`src/rtl/text_overlay_gen.sv`:
```
// text_overlay_gen: text overlay for the VGA game screen (logo, score line,
// blinking GAME OVER). Two-stage pixel pipeline in front of a synchronous
// ASCII font ROM (8x16 glyphs, 1-cycle read), plus a TITLE/PLAY/OVER mode FSM
// whose transitions are taken only on frame_tick.
// Optional build macro: TEXT_LEAD_BLANK_EN (blank leading zero score digits).
module text_overlay_gen #(
    parameter int          NUM_DIGITS   = 2,
    parameter int          SCORE_Y      = 32,
    parameter int          BLINK_FRAMES = 30,
    parameter int          OVER_FRAMES  = 300,
    parameter logic [11:0] BG_RGB       = 12'hF8C,
    parameter logic [11:0] SCORE_RGB    = 12'h000,
    parameter logic [11:0] OVER_RGB     = 12'hF00,
    parameter logic [11:0] LOGO_RGB     = 12'h00F
) (
    input  logic                    clk,
    input  logic                    reset_n,
    input  logic [9:0]              x,
    input  logic [9:0]              y,
    input  logic                    frame_tick,
    input  logic                    game_start,
    input  logic                    game_over,
    input  logic [4*NUM_DIGITS-1:0] score_a,
    input  logic [4*NUM_DIGITS-1:0] score_b,
    output logic [10:0]             rom_addr_o,
    input  logic [7:0]              rom_data_i,
    output logic [2:0]              text_on,
    output logic [11:0]             text_rgb
);

`ifdef TEXT_LEAD_BLANK_EN
    localparam bit LEAD_BLANK = 1'b1;
`else
    localparam bit LEAD_BLANK = 1'b0;
`endif

    typedef enum logic [1:0] {ST_TITLE = 2'd0, ST_PLAY = 2'd1, ST_OVER = 2'd2} state_t;

    state_t      state_q, state_d;
    logic        pend_start_q, pend_start_d;
    logic        pend_over_q, pend_over_d;
    logic [15:0] over_cnt_q, over_cnt_d;
    logic [15:0] blink_cnt_q, blink_cnt_d;
    logic        blink_on_q, blink_on_d;

    logic        logo_hit, score_hit, over_hit;
    logic [6:0]  char_s0;
    logic [3:0]  row_s0;
    logic [2:0]  bit_s0;
    logic [11:0] rgb_s0;
    logic [3:0]  oidx;
    logic [1:0]  lidx;

    logic [2:0]  on_p1_q;
    logic [2:0]  bit_p1_q;
    logic [11:0] rgb_p1_q;
    logic [2:0]  text_on_q;
    logic [11:0] text_rgb_q;

    function automatic logic [6:0] logo_char(input logic [1:0] i);
        case (i)
            2'd0:    logo_char = 7'h50; // P
            2'd1:    logo_char = 7'h4F; // O
            2'd2:    logo_char = 7'h4E; // N
            default: logo_char = 7'h47; // G
        endcase
    endfunction

    function automatic logic [6:0] over_char(input logic [3:0] i);
        case (i)
            4'd0:    over_char = 7'h47; // G
            4'd1:    over_char = 7'h41; // A
            4'd2:    over_char = 7'h4D; // M
            4'd3:    over_char = 7'h45; // E
            4'd4:    over_char = 7'h20; // space
            4'd5:    over_char = 7'h4F; // O
            4'd6:    over_char = 7'h56; // V
            4'd7:    over_char = 7'h45; // E
            default: over_char = 7'h52; // R
        endcase
    endfunction

    // Digit i counts from the most significant nibble; nibbles above 9 print '?'.
    function automatic logic [6:0] digit_char(input logic [4*NUM_DIGITS-1:0] s, input int i);
        logic [3:0] d;
        logic       lead;
        d = s[4*(NUM_DIGITS-1-i) +: 4];
        digit_char = (d > 4'd9) ? 7'h3F : {3'b011, d};
        lead = 1'b1;
        for (int k = 0; k < NUM_DIGITS-1; k++) begin
            if (k <= i && s[4*(NUM_DIGITS-1-k) +: 4] != 4'd0) lead = 1'b0;
        end
        // The least significant digit is never blanked so a zero score reads "0".
        if (LEAD_BLANK && i < NUM_DIGITS-1 && lead) digit_char = 7'h00;
    endfunction

    function automatic logic [6:0] score_char(input logic [5:0] col,
                                              input logic [4*NUM_DIGITS-1:0] sa,
                                              input logic [4*NUM_DIGITS-1:0] sb);
        int c;
        c = int'(col);
        score_char = 7'h00;
        case (c)
            2: score_char = 7'h53; // S
            3: score_char = 7'h43; // C
            4: score_char = 7'h4F; // O
            5: score_char = 7'h52; // R
            6: score_char = 7'h45; // E
            7: score_char = 7'h3A; // :
            default: begin
                if (c >= 8 && c < 8 + NUM_DIGITS)
                    score_char = digit_char(sa, c - 8);
                else if (c == 8 + NUM_DIGITS)
                    score_char = 7'h2D;
                else if (c > 8 + NUM_DIGITS && c <= 8 + 2*NUM_DIGITS)
                    score_char = digit_char(sb, c - 9 - NUM_DIGITS);
            end
        endcase
    endfunction

    // Mode state, latched requests and OVER frame/blink counters.
    always_ff @(posedge clk or negedge reset_n) begin
        if (!reset_n) begin
            state_q      <= ST_TITLE;
            pend_start_q <= 1'b0;
            pend_over_q  <= 1'b0;
            over_cnt_q   <= 16'd0;
            blink_cnt_q  <= 16'd0;
            blink_on_q   <= 1'b0;
        end else begin
            state_q      <= state_d;
            pend_start_q <= pend_start_d;
            pend_over_q  <= pend_over_d;
            over_cnt_q   <= over_cnt_d;
            blink_cnt_q  <= blink_cnt_d;
            blink_on_q   <= blink_on_d;
        end
    end

    // Requests accumulate between frames and are resolved (then cleared) on frame_tick.
    always_comb begin
        state_d      = state_q;
        pend_start_d = pend_start_q | game_start;
        pend_over_d  = pend_over_q | game_over;
        over_cnt_d   = over_cnt_q;
        blink_cnt_d  = blink_cnt_q;
        blink_on_d   = blink_on_q;
        if (frame_tick) begin
            pend_start_d = 1'b0;
            pend_over_d  = 1'b0;
            case (state_q)
                ST_TITLE: if (pend_start_q | game_start) state_d = ST_PLAY;
                ST_PLAY: begin
                    if (pend_over_q | game_over) begin
                        state_d     = ST_OVER;
                        over_cnt_d  = 16'd0;
                        blink_cnt_d = 16'd0;
                        blink_on_d  = 1'b1;
                    end
                end
                ST_OVER: begin
                    if (pend_start_q | game_start) begin
                        state_d = ST_TITLE;
                    end else if (OVER_FRAMES != 0 && over_cnt_q + 16'd1 == 16'(OVER_FRAMES)) begin
                        state_d = ST_TITLE;
                    end else begin
                        over_cnt_d = over_cnt_q + 16'd1;
                        if (blink_cnt_q + 16'd1 == 16'(BLINK_FRAMES)) begin
                            blink_cnt_d = 16'd0;
                            blink_on_d  = ~blink_on_q;
                        end else begin
                            blink_cnt_d = blink_cnt_q + 16'd1;
                        end
                    end
                end
                default: state_d = ST_TITLE;
            endcase
        end
    end

    // Region decode and glyph addressing; score beats GAME OVER beats logo.
    always_comb begin
        score_hit = (x < 10'd640) && (y < 10'd480) && (state_q != ST_TITLE) &&
                    ({22'd0, y} >= 32'(SCORE_Y)) && ({22'd0, y} < 32'(SCORE_Y + 32));
        over_hit  = (x < 10'd640) && (y < 10'd480) && (state_q == ST_OVER) && blink_on_q &&
                    (y[9:6] == 4'd3) && (x[9:5] >= 5'd5) && (x[9:5] <= 5'd13);
        logo_hit  = (x < 10'd640) && (y < 10'd480) && (state_q == ST_TITLE) &&
                    (y[9:7] == 3'd2) && (x[9:6] >= 4'd3) && (x[9:6] <= 4'd6);
        // Both regions sit below x=512, so the low column bits are enough to index.
        oidx    = x[8:5] - 4'd5;
        lidx    = x[7:6] - 2'd3;
        char_s0 = 7'h00;
        row_s0  = 4'd0;
        bit_s0  = 3'd0;
        rgb_s0  = BG_RGB;
        if (score_hit) begin
            char_s0 = score_char(x[9:4], score_a, score_b);
            row_s0  = 4'((y - 10'(SCORE_Y)) >> 1);
            bit_s0  = x[3:1];
            rgb_s0  = SCORE_RGB;
        end else if (over_hit) begin
            char_s0 = over_char(oidx);
            row_s0  = y[5:2];
            bit_s0  = x[4:2];
            rgb_s0  = OVER_RGB;
        end else if (logo_hit) begin
            char_s0 = logo_char(lidx);
            row_s0  = y[6:3];
            bit_s0  = x[5:3];
            rgb_s0  = LOGO_RGB;
        end
    end

    assign rom_addr_o = {char_s0, row_s0};

    // Stage 1: hold region flags, bit index and colour while the ROM reads the glyph row.
    always_ff @(posedge clk or negedge reset_n) begin
        if (!reset_n) begin
            on_p1_q  <= 3'b000;
            bit_p1_q <= 3'd0;
            rgb_p1_q <= BG_RGB;
        end else begin
            on_p1_q  <= {logo_hit, score_hit, over_hit};
            bit_p1_q <= bit_s0;
            rgb_p1_q <= rgb_s0;
        end
    end

    // Stage 2: pick the glyph bit (MSB is leftmost pixel) and register the outputs.
    always_ff @(posedge clk or negedge reset_n) begin
        if (!reset_n) begin
            text_on_q  <= 3'b000;
            text_rgb_q <= BG_RGB;
        end else begin
            text_on_q  <= on_p1_q;
            text_rgb_q <= rom_data_i[~bit_p1_q] ? rgb_p1_q : BG_RGB;
        end
    end

    assign text_on  = text_on_q;
    assign text_rgb = text_rgb_q;

endmodule
```
`config.mk`:
```
export PLATFORM = sky130hd
export DESIGN_NAME = text_overlay_gen
export DESIGN_NICKNAME = d
export VERILOG_FILES = /design/src/rtl/text_overlay_gen.sv
export SDC_FILE = /design/constraint.sdc
export NUM_CORES = 1
export LEC_CHECK = 0
export BUFFER_PORTS_ARGS = -buffer_cell sky130_fd_sc_hd__buf_4
export CAP_MARGIN = 20
export CORE_ASPECT_RATIO = 0.75
export CORE_UTILIZATION = 25
export CTS_BUF_LIST = sky130_fd_sc_hd__clkbuf_4
export DETAILED_ROUTE_END_ITERATION = 8
export SYNTH_ARGS = -nofsm -noshare
export SYNTH_HDL_FRONTEND = slang
export SYNTH_SLANG_ARGS = --single-unit
```
`constraint.sdc`:
```
create_clock -name clk -period 3.4 [get_ports clk]
set_clock_uncertainty 0.2 [all_clocks]
set_input_delay 0.34 -clock clk [delete_from_list [all_inputs] [get_ports clk]]
set_output_delay 0.34 -clock clk [all_outputs]
set_load 0.005 [all_outputs]
```
==> flow_summary.toml <==
[run_status]
outcome = "finished clean"

[setup_path]
worstPathArrival_ps = 3210
critPathLaunchType = "flip-flop"
endpoint = "blink_on_q$_DFFE_PN0P_"
regToRegEndpoint = "blink_on_q$_DFFE_PN0P_"
path_class = "reg -> reg"
r2r_cells = 9
ff2ff_setup_slack_ps = 300
crit_fanout = 13
reg2reg_from = "blink_cnt_q[0]$_DFFE_PN0P_"
worst_setup_path_end_kind = "flip-flop"
crit_required_ps = 3510
crit_path_start = "blink_cnt_q[0]$_DFFE_PN0P_"

[synthesis]
netlist_top_cells_area = "dfrtp_1, ha_1, dfstp_2, nand3_1, mux2i_1"
synth_top_family_by_area = "simple AND/OR/NAND/NOR gates"
syn-cell-area_um2 = 4194
synth-xor-area-share = 0.02088
synthCells = 474
ys_async_sr_fraction = 1.000
synth_compound_area_frac = 0.2282
synth_cell_types = 81
yosys.cell_count.top_type = "dfrtp_1"
synth-simple-area-share = 0.2291
synthAdderAreaFrac = 0.06265
syn_avg_cell_area_um2 = 8.848
synth-seq-cells = 54
synth.top_cell.area_share = 0.2864
synthTopCellsByCount = "dfrtp_1, nand2_1, nor2_1, nand3_1, inv_1"
ys.flop_type = "dfrtp_1"
yosysWarnings = 0
synthMuxAreaShare = 0.05758
synth_edf_count = 0
seq_area_frac_synth = 0.3240
yosys.area.top_type = "dfrtp_1"

[sta]
fin_crit_ps = 3096
rsz0062_at_grt = "no"
finalSetupTns_ps = 0
finalHoldViolCount = 0
setup_viol = 0
worst_slew_pin_slew_ps = 666.2
max-slew-margin-rel = 0.5444
drv_slew = 0
setup_slack_ps = 304.4
fmax_mhz = 323.0
fin_crit_sh = 0.9105

[placement]
hpwl_mm = 8.612
place_area_um2 = 4837
place_congestion = 0.9059
portBuffers = 69
pre_cts_slack_ps = 371.5

[routing]
drcViolationCount = 0
antenna_left = 0
drt_iter0_drc = 346
post_drt_wl_per_cell_um = 15.54
drt-pass1-iter-count = 6
vias = 3994
totalWireLength_mm = 11.56
vias_per_cell = 5.368

[floorplan]
core_area_um2 = 16220
fp.dieW_um = 151.6
initial_core_util = 0.2586
die-area_um2 = 17300
core.rowCount = 40
ios = 75
die_y_um = 114.2

[cts]
h-tree-depth = 2
post_cts_resize_count = 0
clk_path_buf_depth = 2
cts_sinks = 54
cts_tree = "built"
insertion_delay_ps = 400
cts_inserted_buffers = 5
clk_pin_slew_worst_paths_ps = 170
ctsRootBufferMaster = "clkbuf_4"

[power_and_ir_drop]
pwr-share-seq = 0.451
intPower_mw = 1.079
total_power_mw = 1.852
comb_power_share = 0.376
clockPowerShare = 0.173
p_leak_nw = 2.089
p_sw_mw = 0.7733
switching_share = 0.4175
ir_worst_vdd_v = 0.0001799
powerDensity_nw_per_um2 = 373.2

[finish]
syn_to_final_growth_pct = 18.35
postLayoutCoreUtil = 0.3061
final_cell_area_um2 = 4964
layout-drive-gt1-share = 0.2345
num-nets-final = 602
fillCellCount = 1726

[grt]
grt_max_degree = 55
grt_overflow = 0
grt_pass1_vias = 3543
grt_pass1_wl_mm = 18.38
antenna_found_initial = 0
track_usage = 0.1327

[flow_run]
drv_cap = 0

[hold_path]
hold_path.class = "in -> reg"
power groups by stage:
stage	combinational (mW)	sequential, mW	clock (mW)
5_1_grt	0.760	0.851	0.364
4_1_cts	0.687	0.835	0.333
3_3_place_gp	0.665	0.842	0
3_5_place_dp	0.680	0.846	0
6_report	0.696	0.835	0.321
2_1_floorplan	0.492	0.805	0
how the worst min path moves through the flow:
stage	start	end	slack, ps	cells past startpoint
floorplan	reset_n	bit_p1_q[0]$_DFF_PN0_	-160	0
global placement	on_p1_q[1]$_DFF_PN0_	text_on[1]$_DFF_PN0_	140	0
detailed placement	on_p1_q[0]$_DFF_PN0_	text_on[0]$_DFF_PN0_	140	0
CTS	y[7]	rgb_p1_q[1]$_DFF_PN0_	40	3
global route	y[7]	rgb_p1_q[1]$_DFF_PN0_	30	3
finish	y[7]	rgb_p1_q[1]$_DFF_PN0_	50	3
what timing repair did:
action / CTS / global route
setup buffers: 0 / 0
endpoints found under the hold margin: 54 / 0
hold buffers: 6 / 0
critical path: stages, from the launching register on:
cell and delay, ps:
dfrtp_1 490, ha_1 310, nand4_1 190, or3_1 360, a221oi_2 270, o2111a_2 270, nor2_2 100, buf_4 200
or3_1 370, a22o_1 240
registers in the layout, summed over array words and instances (netlist names):
name and cells:
bit_p1_q 3, blink_cnt_q 16, blink_on_q 1, on_p1_q 3, over_cnt_q 16, pend_over_q 1, pend_start_q 1, rgb_p1_q 4
state_q 2, text_on 3, text_rgb 4
layout by cell type (no fill, tap or decap), types with 8 or more instances in the layout:
cell / n
a21oi_1: 14
a31oi_1: 15
o21ai_0: 14
nand3_1: 31
nor3_1: 22
nand2_1: 33
nand4_1: 12
ha_1: 21
dfrtp_1: 48
buf_4: 78
inv_1: 27
mux2i_1: 14
nor2_1: 32
a221oi_1: 8
per-stage QoR:
step,std cells,hold slack (ps)
floorplan,476,-155.6
CTS,743,38.64
global route,743,27.60
global placement,729,143.2
detailed placement,729,144.2
finish,744,51.51
logic make-up after synthesis:
logic type	Yosys count
buffers and inverters	64
adder cells (fa/ha/maj)	21
flip-flops	54
multiplexers	21
AO/OA/AOI/OAI	127
XOR/XNOR	10
other	1
AND/OR/NAND/NOR	176
area by class of cell:
class,instances,area [µm²],share of cell area
multi-input cells,358,2521,0.5079
flip-flops and latches,54,1359,0.2738
repair buffers,84,645.6,0.1301
well taps,210,262.8,0.05294
inverters,29,108.9,0.02193
clock buffers,5,37.54,0.007562
clock inverters,3,26.28,0.005294
diodes,1,2.502,0.0005042
metal layers:
layer / share of wire / global-route usage
met1: 0.50 / 0.2061
met2: 0.43 / 0.1890
met3: 0.060 / 0.02430
met4: 0.0078 / 0.02310
met5: 0 / 0
No activity file was read; power rests on OpenSTA's default activity.
